**src/rtl/bsg_dmc_ui_arbiter.sv**
```systemverilog
// Round-robin arbiter that shares one bsg_dmc app_* port among several
// requesters. It grants one command at a time, streams the owner's write
// burst into the write-data FIFO, and remembers the owner of each read in
// an in-order tag FIFO so that returning read beats reach the right requester.
module bsg_dmc_ui_arbiter #(
  parameter int num_req_p       = 2,
  parameter int ui_addr_width_p = 28,
  parameter int ui_data_width_p = 32,
  parameter int ui_burst_len_p  = 4,
  parameter int rd_tag_els_p    = 8
) (
  input  logic                                     clk_i,
  input  logic                                     reset_n_i,

  input  logic [num_req_p-1:0]                     req_v_i,
  input  logic [3*num_req_p-1:0]                   req_cmd_i,
  input  logic [ui_addr_width_p*num_req_p-1:0]     req_addr_i,
  output logic [num_req_p-1:0]                     req_yumi_o,

  input  logic [num_req_p-1:0]                     req_wdata_v_i,
  input  logic [ui_data_width_p*num_req_p-1:0]     req_wdata_i,
  input  logic [(ui_data_width_p/8)*num_req_p-1:0] req_wmask_i,
  output logic [num_req_p-1:0]                     req_wdata_ready_o,

  output logic [num_req_p-1:0]                     rd_v_o,
  output logic [ui_data_width_p-1:0]               rd_data_o,
  output logic                                     rd_end_o,

  output logic [ui_addr_width_p-1:0]               app_addr_o,
  output logic [2:0]                               app_cmd_o,
  output logic                                     app_en_o,
  input  logic                                     app_rdy_i,

  output logic                                     app_wdf_wren_o,
  output logic [ui_data_width_p-1:0]               app_wdf_data_o,
  output logic [(ui_data_width_p/8)-1:0]           app_wdf_mask_o,
  output logic                                     app_wdf_end_o,
  input  logic                                     app_wdf_rdy_i,

  input  logic                                     app_rd_data_valid_i,
  input  logic [ui_data_width_p-1:0]               app_rd_data_i,
  input  logic                                     app_rd_data_end_i,

  output logic                                     error_o
);

  localparam int mask_w    = ui_data_width_p / 8;
  localparam int id_w      = $clog2(num_req_p);
  localparam int tag_ptr_w = (rd_tag_els_p > 1) ? $clog2(rd_tag_els_p) : 1;
  localparam int tag_cnt_w = $clog2(rd_tag_els_p + 1);
  localparam int beat_w    = (ui_burst_len_p > 1) ? $clog2(ui_burst_len_p) : 1;

  localparam logic [2:0] cmd_write = 3'b000;
  localparam logic [2:0] cmd_read  = 3'b001;

  typedef enum logic [1:0] {
    e_idle,
    e_cmd,
    e_wdata
  } state_e;

  state_e                     state_q, state_d;
  logic [id_w-1:0]            rr_ptr_q, rr_ptr_d;
  logic [id_w-1:0]            owner_q, owner_d;
  logic [2:0]                 cmd_q, cmd_d;
  logic [ui_addr_width_p-1:0] addr_q, addr_d;
  logic [beat_w-1:0]          beat_cnt_q, beat_cnt_d;
  logic                       error_q, error_d;

  logic [id_w-1:0]            tag_mem_q [rd_tag_els_p];
  logic [id_w-1:0]            tag_mem_d [rd_tag_els_p];
  logic [tag_ptr_w-1:0]       tag_wr_ptr_q, tag_wr_ptr_d;
  logic [tag_ptr_w-1:0]       tag_rd_ptr_q, tag_rd_ptr_d;
  logic [tag_cnt_w-1:0]       tag_cnt_q, tag_cnt_d;

  logic [2:0]                 cmd_a   [num_req_p];
  logic [ui_addr_width_p-1:0] addr_a  [num_req_p];
  logic [ui_data_width_p-1:0] wdata_a [num_req_p];
  logic [mask_w-1:0]          wmask_a [num_req_p];

  logic [num_req_p-1:0]       eligible;
  logic                       illegal_seen;
  logic                       grant_v;
  logic [id_w-1:0]            grant_id;
  logic [num_req_p-1:0]       grant_oh;

  logic                       tag_full;
  logic                       tag_empty;
  logic                       tag_push;
  logic                       tag_pop;
  logic                       in_wdata;
  logic                       beat_last;
  logic                       beat_accept;

  for (genvar g = 0; g < num_req_p; g++) begin : g_unpack
    assign cmd_a[g]   = req_cmd_i[3*g +: 3];
    assign addr_a[g]  = req_addr_i[ui_addr_width_p*g +: ui_addr_width_p];
    assign wdata_a[g] = req_wdata_i[ui_data_width_p*g +: ui_data_width_p];
    assign wmask_a[g] = req_wmask_i[mask_w*g +: mask_w];
  end

  function automatic logic [tag_ptr_w-1:0] tag_inc(input logic [tag_ptr_w-1:0] p);
    return (p == tag_ptr_w'(rd_tag_els_p - 1)) ? '0 : p + 1'b1;
  endfunction

  assign tag_full    = (tag_cnt_q == tag_cnt_w'(rd_tag_els_p));
  assign tag_empty   = (tag_cnt_q == '0);
  assign in_wdata    = (state_q == e_wdata);
  assign beat_last   = (beat_cnt_q == beat_w'(ui_burst_len_p - 1));
  assign beat_accept = app_wdf_wren_o & app_wdf_rdy_i;

  // Eligibility and round-robin winner search starting at rr_ptr.
  always_comb begin
    int idx;
    eligible     = '0;
    illegal_seen = 1'b0;
    grant_v      = 1'b0;
    grant_id     = '0;
    grant_oh     = '0;
    for (int i = 0; i < num_req_p; i++) begin
      if (req_v_i[i] && (cmd_a[i] != cmd_write) && (cmd_a[i] != cmd_read)) begin
        illegal_seen = 1'b1;
      end
      eligible[i] = req_v_i[i] & ((cmd_a[i] == cmd_write) |
                                  ((cmd_a[i] == cmd_read) & ~tag_full));
    end
    for (int k = 0; k < num_req_p; k++) begin
      idx = int'(rr_ptr_q) + k;
      if (idx >= num_req_p) idx = idx - num_req_p;
      if (!grant_v && eligible[idx]) begin
        grant_v  = 1'b1;
        grant_id = id_w'(idx);
      end
    end
    if (grant_v) grant_oh[grant_id] = 1'b1;
  end

  // Next-state logic for the command FSM, owner registers and beat counter.
  always_comb begin
    state_d    = state_q;
    rr_ptr_d   = rr_ptr_q;
    owner_d    = owner_q;
    cmd_d      = cmd_q;
    addr_d     = addr_q;
    beat_cnt_d = beat_cnt_q;
    case (state_q)
      e_idle: begin
        if (grant_v) begin
          owner_d = grant_id;
          cmd_d   = cmd_a[grant_id];
          addr_d  = addr_a[grant_id];
          state_d = e_cmd;
        end
      end
      e_cmd: begin
        if (app_rdy_i) begin
          rr_ptr_d = (owner_q == id_w'(num_req_p - 1)) ? '0 : owner_q + 1'b1;
          state_d  = (cmd_q == cmd_read) ? e_idle : e_wdata;
        end
      end
      e_wdata: begin
        if (beat_accept) begin
          if (beat_last) begin
            beat_cnt_d = '0;
            state_d    = e_idle;
          end else begin
            beat_cnt_d = beat_cnt_q + 1'b1;
          end
        end
      end
      default: state_d = e_idle;
    endcase
  end

  // Tag FIFO bookkeeping and sticky error accumulation.
  always_comb begin
    tag_push     = (state_q == e_cmd) & app_rdy_i & (cmd_q == cmd_read);
    tag_pop      = app_rd_data_valid_i & app_rd_data_end_i & ~tag_empty;
    tag_mem_d    = tag_mem_q;
    tag_wr_ptr_d = tag_wr_ptr_q;
    tag_rd_ptr_d = tag_rd_ptr_q;
    tag_cnt_d    = tag_cnt_q;
    if (tag_push) begin
      tag_mem_d[tag_wr_ptr_q] = owner_q;
      tag_wr_ptr_d            = tag_inc(tag_wr_ptr_q);
    end
    if (tag_pop) begin
      tag_rd_ptr_d = tag_inc(tag_rd_ptr_q);
    end
    case ({tag_push, tag_pop})
      2'b10:   tag_cnt_d = tag_cnt_q + 1'b1;
      2'b01:   tag_cnt_d = tag_cnt_q - 1'b1;
      default: tag_cnt_d = tag_cnt_q;
    endcase
    error_d = error_q | illegal_seen | (app_rd_data_valid_i & tag_empty);
  end

  // All state registers, cleared asynchronously by reset.
  always_ff @(posedge clk_i or negedge reset_n_i) begin
    if (!reset_n_i) begin
      state_q      <= e_idle;
      rr_ptr_q     <= '0;
      owner_q      <= '0;
      cmd_q        <= '0;
      addr_q       <= '0;
      beat_cnt_q   <= '0;
      error_q      <= 1'b0;
      tag_mem_q    <= '{default: '0};
      tag_wr_ptr_q <= '0;
      tag_rd_ptr_q <= '0;
      tag_cnt_q    <= '0;
    end else begin
      state_q      <= state_d;
      rr_ptr_q     <= rr_ptr_d;
      owner_q      <= owner_d;
      cmd_q        <= cmd_d;
      addr_q       <= addr_d;
      beat_cnt_q   <= beat_cnt_d;
      error_q      <= error_d;
      tag_mem_q    <= tag_mem_d;
      tag_wr_ptr_q <= tag_wr_ptr_d;
      tag_rd_ptr_q <= tag_rd_ptr_d;
      tag_cnt_q    <= tag_cnt_d;
    end
  end

  // Read return steering; reset gating keeps pass-through strobes quiet.
  always_comb begin
    rd_v_o = '0;
    for (int i = 0; i < num_req_p; i++) begin
      rd_v_o[i] = reset_n_i & app_rd_data_valid_i & ~tag_empty &
                  (tag_mem_q[tag_rd_ptr_q] == id_w'(i));
    end
    rd_end_o  = reset_n_i & app_rd_data_valid_i & app_rd_data_end_i & ~tag_empty;
    rd_data_o = app_rd_data_i;
  end

  // Write data path muxed from the current owner while streaming a burst.
  always_comb begin
    req_wdata_ready_o = '0;
    app_wdf_wren_o    = in_wdata & req_wdata_v_i[owner_q];
    app_wdf_data_o    = in_wdata ? wdata_a[owner_q] : '0;
    app_wdf_mask_o    = in_wdata ? wmask_a[owner_q] : '0;
    app_wdf_end_o     = app_wdf_wren_o & beat_last;
    if (in_wdata) req_wdata_ready_o[owner_q] = app_wdf_rdy_i;
  end

  assign req_yumi_o = (reset_n_i && state_q == e_idle) ? grant_oh : '0;
  assign app_en_o   = (state_q == e_cmd);
  assign app_addr_o = addr_q;
  assign app_cmd_o  = cmd_q;
  assign error_o    = error_q;

endmodule
```
**config.mk**
```make
export PLATFORM = sky130hd
export DESIGN_NAME = bsg_dmc_ui_arbiter
export DESIGN_NICKNAME = d
export VERILOG_FILES = /design/src/rtl/bsg_dmc_ui_arbiter.sv
export SDC_FILE = /design/constraint.sdc
export NUM_CORES = 1
export LEC_CHECK = 0
export CORE_AREA = 2 2 112 114
export DETAILED_ROUTE_END_ITERATION = 10
export DIE_AREA = 0 0 114 116
export GPL_TIMING_DRIVEN = 0
export PLACE_DENSITY = 0.76
export SYNTH_ARGS = -nofsm -noshare
export SYNTH_HDL_FRONTEND = slang
export SYNTH_SLANG_ARGS = --single-unit
```
**constraint.sdc**
```tcl
create_clock -name clk_i -period 3.1 [get_ports clk_i]
set_input_delay 0.465 -clock clk_i [delete_from_list [all_inputs] [get_ports clk_i]]
set_output_delay 0.465 -clock clk_i [all_outputs]
set_load 0.02 [all_outputs]
```
### Word level (Yosys, flattened, before mapping)

Cells that the tools add are included.

| operators by class | value |
|---|---|
| mux-type cells | 54 |
| magnitude comparators | 13 |
| equality and inequality tests | 17 |
| add/subtract/negate cells | 9 |
| reduce and logical (&&, ||, !) cells | 21 |
| bitwise logic cells | 30 |

Operators with widths:

| operator | count |
|---|---|
| $mux W32 | 6 |
| $mux W28 | 3 |
| $lt A32 B3 Y1 const B | 2 |
| $mux W1 | 20 |
| $and A1 B1 Y1 | 18 |
| $mux W2 | 9 |
| $mux W4 | 4 |
| $mux W3 | 5 |
| $eq A3 B1 Y1 const B | 3 |
| $logic_and A1 B1 Y1 | 9 |
| $bwmux W8 | 1 |
| $ge A4 B4 Y1 const B | 2 |
| $not A3 Y4 | 2 |
| $pmux W4 S2 | 1 |
| $add A3 B1 Y3 const B | 2 |
| $eq A2 B2 Y1 const B | 3 |
| $eq A3 B3 Y1 const B | 2 |
| $ge A2 B2 Y1 const B | 3 |
| $logic_not A3 Y1 | 2 |
| $ne A2 B1 Y1 const B | 3 |
| $ne A3 B1 Y1 const B | 2 |
| $pmux W2 S3 | 1 |
| $reduce_and A2 Y1 | 3 |
| $reduce_bool A3 Y1 | 2 |
| other kinds (26) | 36 |

| storage, ports and cells | value |
|---|---|
| output and inout bits | 110 |
| logic and storage cells | 162 |
| bits in registers | 56 |

### Depth between registers and ports, before layout

| depth | value |
|---|---|
| depth after elaboration | 18 |
| depth in mapped cells | 11 |
| mapped depth without buffers | 10 |

### Least setup slack after synthesis

OpenSTA, ideal clock, no wires.

| timing | value |
|---|---|
| path type | reg-to-output |
| start point | register tag_cnt_q[1] |
| end point | output req_yumi_o[1] |
| stages on the path, launching flop included | 7 |
| required time | 2.635 ns |
| arrival | 2.135 ns |
| path slack | 0.500 ns |
| path through | dfrtp_1 -> buf_2 -> nor4b_4 -> a211o_1 -> buf_2 -> nand2_1 -> nor4b_1 |

| on the way | value |
|---|---|
| longest elaborated chain between the ends | 18 |
| elaborated cells on any way between the ends | 27 |
| those cells by class | 2 x order compare; 1 x eq/ne; 14 x mux; 7 x bitwise; 3 x reduce/logical |

Ends and longest elaborated chain:

| what | RTL line | text |
|---|---|---|
| start, declared | 74 | `logic [tag_cnt_w-1:0] tag_cnt_q, tag_cnt_d;` |
| start signal, assigned | 223 | `tag_cnt_q <= tag_cnt_d;` |
| $eq A4 B4 Y1 (*) | 106 | `assign tag_full = (tag_cnt_q == tag_cnt_w'(rd_tag_els_p));` |
| $not A1 Y1 (*) | 125 | `((cmd_a[i] == cmd_read) & ~tag_full));` |
| $and A1 B1 Y1 | 125 |  |
| $or A1 B1 Y1 | 124 | `eligible[i] = req_v_i[i] & ((cmd_a[i] == cmd_write) \|` |
| $and A1 B1 Y1 | 124 |  |
| $mux W1 (implied by the code) (3 in series) | 130 | `if (!grant_v && eligible[idx]) begin` |
| $mux W1 | 130 |  |
| $logic_not A1 Y1 | 130 |  |
| $logic_and A1 B1 Y1 | 130 |  |
| $mux W1 | 130 |  |
| $lt A1 B2 Y1 (implied by the code) / $ge A1 B1 Y1 (equally long branches) | 135 | `if (grant_v) grant_oh[grant_id] = 1'b1;` |
| $logic_and A1 B1 Y1 (implied by the code) | 135 |  |
| $mux W1 (implied by the code) | 135 |  |
| $demux W1 S1 | 135 |  |
| $mux W2 (*) | 135 |  |
| $mux W2 (*) | 248 | `assign req_yumi_o = (reset_n_i && state_q == e_idle) ? grant_oh : '0;` |
| end, declared | 18 | `output logic [num_req_p-1:0] req_yumi_o,` |

Every way passes the cells marked *; elsewhere a longest branch is shown, timed or not. The select of a mux whose other input is x is not followed.

### Worst setup path in the final report

| timing | value |
|---|---|
| start point | input req_cmd_i[4] |
| end point | output req_yumi_o[0] |

| on the way | value |
|---|---|
| longest elaborated chain between the ends | 17 |
| elaborated cells on any way between the ends | 24 |
| those cells by class | 2 x order compare; 1 x eq/ne; 14 x mux; 3 x bitwise; 4 x reduce/logical |

Ends and longest elaborated chain:

| what | RTL line | text |
|---|---|---|
| start, declared | 16 | `input logic [3*num_req_p-1:0] req_cmd_i,` |
| $eq A3 B1 Y1 | 125 |  |
| $and A1 B1 Y1 | 125 |  |
| $or A1 B1 Y1 (*) | 124 |  |
| $and A1 B1 Y1 (*) | 124 |  |
| $mux W1 (implied by the code) (3 in series) | 130 |  |
| $mux W1 | 130 |  |
| $logic_not A1 Y1 | 130 |  |
| $logic_and A1 B1 Y1 | 130 |  |
| $mux W1 | 130 |  |
| $lt A1 B2 Y1 (implied by the code) / $ge A1 B1 Y1 (equally long branches) | 135 |  |
| $logic_and A1 B1 Y1 (implied by the code) | 135 |  |
| $mux W1 (implied by the code) | 135 |  |
| $demux W1 S1 | 135 |  |
| $mux W2 (*) | 135 |  |
| $mux W2 (*) | 248 |  |

Marked as above.

==> out/results.txt <==
Of the cells placed in the final design, the portion with a size suffix greater than 1 is 12.3%. The post-synthesis register bit count is 56. dfrtp_1 is the most common cell in the netlist. For this design the ratio of total power to cell area is 621 nW/um^2. The tool flagged a number of max-cap violations equal to 0.

The logs give 37.3% for the met2 capacity usage during global routing and 6700 um^2 for the total non-filler cell area in the finished layout. Setup repair after global routing left no endpoint under its margin. The total power of the final layout was 4.16 mW; the average cell area after synthesis was 8.95 um^2. Subtracting the final worst setup slack from the clock period gives 3000 ps.

At the worst endpoint, the required time is 2630 ps. The clock reaches the later pin of the worst-skew pair after 290 ps. The tools report the setup slack of the worst register-to-register path as 380 ps.

The longest clock path from root to sink contains 2 buffers. The number of optimization iterations in the first detailed-route pass was 4. The area of combinational cells with multiple inputs was 1970 um^2; the largest clock skew in the final design was 5.44 ps. The run gives 147 as the count of routing violations after the opening detailed-route iteration.

The total congestion overflow was 0; the data arrival time of the critical path was 2540 ps. The detailed router placed 4182 vias in this run. The worst-path cell with the longest stage delay was or4_1. After synthesis, flip-flops and latches occupy 37.2% of the total area.

The die height was 116 um; the number of vias per cell after detailed routing was 5.02. The reg-to-reg critical path startpoint is state_q[1]$_DFFE_PN0P_. The routed length per placed instance was 16.6 um.

In the synthesized netlist, the cells that appear most often are 56 x dfrtp_1, 45 x nor2_1, 39 x mux2i_1, 35 x o21ai_0, 34 x buf_4. Along the worst path, the maximum fanout reaches 4. In this run the standard cell core region covers 11900 um^2. Once detail routing completed, the nets flagged for antenna violations numbered 0. The initialized floorplan defines 40 standard-cell rows. The peak-usage layer in the global routing report is met2. The run gives 4236 as the via count of the first global-routing pass. The global routing met1 resource utilization is 21.1%. Counting flops with a built-in enable in the synthesized netlist gives 0. For this run, asynchronously set or reset flops after synthesis account for 100%. In this run the horizontal extent of the chip is 114 um.

For the net total in the final layout, the log shows 868. Across the whole layout, storage elements account for 1400 um^2. The growth of design area from synthesis to finish was 77.8%. The type of the tightest min-delay check was in -> async. In this design, the stage delay of the slowest critical-path cell is 550 ps.

The HPWL after detailed placement is 11500 um. The cell sitting at the root of the clock tree is a clkbuf_16. The end-of-flow core utilization came out at 56.3%. The critical path endpoint category was a primary output. The flow ran to the end, and the final reports show no timing, DRC or antenna violations. Ranked by total cell area, the synthesized netlist is headed by dfrtp_1 37%, mux2i_1 10%, buf_4 6.8%. Hold timing on the final database bottoms out at a slack of 256 ps. The sum of buffers and inverters on the critical path is 3. The logs give 2.64 nW for the leakage power of the design and 3770 um^2 for the area of the mapped netlist. The beginning of the critical path is req_cmd_i[4]. Entering global routing, the biggest net connects 36 pins. The worst IR drop on VDD is 0.275 mV, and the total count of hold-check failures in the final report is 0. For the layout filler cell count, the log shows 1073. Global routing used 19.8% of the available tracks.

TritonCTS built the clock tree. Synthesis produced a netlist whose cell count is 421. The clock drives 56 sinks. The cell family contributing the most delay on the critical path is buffers and inverters. Yosys mapped the design onto 45 distinct sky130hd cell types. The worst setup path is launched from an input pin.

Walking the worst path, the cells encountered are clkdlybuf4s50_1 > or4_1 > a211oi_4 > or2_1 > buf_2 > and3_1 > clkdlybuf4s15_1. At the end of routability-driven placement, the weighted congestion stood at 0.924. Ratio of final minimum period to clock period: 96.9%. After detailed routing, the number of remaining DRC violations is 0. The routed design has 13800 um of wire.

The slew at the pin closest to its max-slew limit is 797 ps, and the logic depth of the worst register-to-register path is 10. In the synthesized netlist the dominant register cell turns out to be dfrtp_1. Met3 routing resource usage after global routing: 4.65%. The tools report the final max-slew violation count as 0.

CTS built an H-tree with a depth of 2. The tools report the total of warnings raised by yosys as 0. The critical path class is in -> out. Summed over all instances, the cell type with the most area after synthesis is dfrtp_1. The number of buffers created by CTS is 5.

After clock tree synthesis, the flow added hold-fix buffers numbering 0. Once placement finished, the instance area stood at 6500 um^2. The highest achievable clock rate was 333 MHz. The logs give 46.9% for the remaining max-slew budget at the tightest pin and 833 for the number of standard cells in the layout, taps in and fillers out. The number of nets in the synthesized netlist is 605. The run gives 286 as the number of ports placed on the die boundary. The number of placed instances, taps included, is 822.

The end of the worst register-to-register path was tag_cnt_q[2]$_DFFE_PN0P_. After clock tree synthesis, the clock-pin slew on the worst setup and hold paths is 70 ps. Count of input and output buffers: 253. The tools report the last element of the critical path as req_yumi_o[0]. The first global-routing pass estimated 20700 um of wire. The tools report the setup violation total in the final timing report as 0.

After synthesis, the largest area contributor takes up 37.2% of total cell area. The logs give 13200 um^2 for the area of the die and 31.6% for the initial core utilization. The initial antenna violation count was 1; the instance count on the critical path was 7.
==> registers in the layout (all words and copies together), names as in the netlist <==
register / count
owner_q: 1
rr_ptr_q: 1
state_q: 2
tag_rd_ptr_q: 3
app_addr_o: 28
app_cmd_o: 3
beat_cnt_q: 2
error_o: 1
tag_wr_ptr_q: 3
tag_mem_q: 8
tag_cnt_q: 4
==> power by group <==
| group | internal (mW) | switching, mW | total, mW |
|---|---|---|---|
| logic | 1.18 | 1.14 | 2.31 |
| registers | 1.03 | 0.236 | 1.26 |
| clock network | 0.322 | 0.262 | 0.584 |
==> metal layers <==
metal  up-vias  share of wire [%]
met5         -                  0
met4         0                3.7
met3        28                8.3
met2       219                 51
met1      1934                 37
li1       2001                  -
==> per-stage QoR <==
step / setup TNS (ps) / setup WS, ps
2_1_floorplan: 0 / 500
3_3_place_gp: -21430 / -1280
3_5_place_dp: -932 / -530
4_1_cts: 0 / 0.829
5_1_grt: 0 / 29.8
6_report: 0 / 97.3
==> area by class of cell <==
cell class | instances | area share, %
repair buffers | 256 | 38.2
plain buffers | 67 | 6.07
clock inverters | 2 | 0.224
multi-input cells | 292 | 29.4
diodes | 1 | 0.0373
inverters | 6 | 0.336
flip-flops and latches | 56 | 20.9
well taps | 147 | 2.75
clock buffers | 6 | 2.07
==> how the worst min path moves through the flow <==
| stage | start | to | slack, ps | cells after the start |
|---|---|---|---|---|
| global route | reset_n_i | tag_mem_q[3]$_DFFE_PN0P_ | 310 | 1 |
| floorplan | reset_n_i | app_addr_o[0]$_DFFE_PN0P_ | 170 | 0 |
| global placement | error_o$_DFF_PN0_ | error_o$_DFF_PN0_ | 470 | 2 |
| finish | reset_n_i | tag_mem_q[3]$_DFFE_PN0P_ | 260 | 1 |
| detailed placement | tag_cnt_q[3]$_DFFE_PN0P_ | tag_cnt_q[3]$_DFFE_PN0P_ | 480 | 1 |
| CTS | reset_n_i | tag_mem_q[1]$_DFFE_PN0P_ | 280 | 1 |
==> worst reg2reg max path, stage by stage (launching register included) <==
cell      delay [ps]
dfrtp_1          500
nand3b_1         270
nor2b_1          430
inv_2            200
ha_1             320
xor2_1           160
ha_1             180
a21oi_1          140
xor2_1           180
nor2_1            70
xor2_1           140
==> cell families after synthesis <==
group | after synthesis | synth area share (%)
buffers and inverters | 73 | 11.2
AND/OR/NAND/NOR | 148 | 20.2
XOR/XNOR | 5 | 1.16
AO/OA/AOI/OAI | 77 | 12.2
flip-flops | 56 | 37.2
multiplexers | 54 | 15.4
adder cells (fa/ha/maj) | 8 | 2.66
==> layout by cell type, fill, tap and decap left out, types with 2 or more instances in the layout <==
| cell | netlist | layout |
|---|---|---|
| a21o_1 | 3 | 3 |
| nand2b_1 | 2 | 2 |
| o21ai_1 | 2 | 2 |
| nor4b_1 | 4 | 4 |
| inv_1 | 5 | 5 |
| buf_2 | 11 | 13 |
| nor3_1 | 32 | 32 |
| or4_1 | 2 | 2 |
| nor2b_1 | 2 | 2 |
| clkbuf_1 | 15 | 14 |
| nand3_1 | 31 | 31 |
| xor2_1 | 4 | 4 |
| nand2_1 | 10 | 10 |
| a21oi_1 | 2 | 2 |
| and2_1 | 4 | 4 |
| dfrtp_1 | 56 | 56 |
| mux4_2 | 2 | 2 |
| a31oi_1 | 29 | 29 |
| clkdlybuf4s50_1 | 0 | 250 |
| nand3b_1 | 3 | 3 |
| clkbuf_2 | 0 | 4 |
| buf_1 | 6 | 2 |
| clkinvlp_4 | 0 | 2 |
| nor2_1 | 45 | 45 |
| o21ai_0 | 35 | 35 |
| buf_4 | 34 | 36 |
| mux2_2 | 13 | 13 |
| mux2i_1 | 39 | 39 |
| clkbuf_16 | 0 | 5 |
| nor3b_1 | 3 | 3 |
| nand4b_1 | 2 | 2 |
| ha_1 | 8 | 8 |
==> repair_timing <==
| action | CTS | global route |
|---|---|---|
| endpoints found under the hold margin | 0 | 0 |
| setup endpoints to repair | 4 | 5 |
| buffers inserted | 0 | 2 |
| pin swaps | 2 | 1 |
| gates resized for setup | 7 | 10 |
Note: power is estimated with default switching activity, not from simulation.
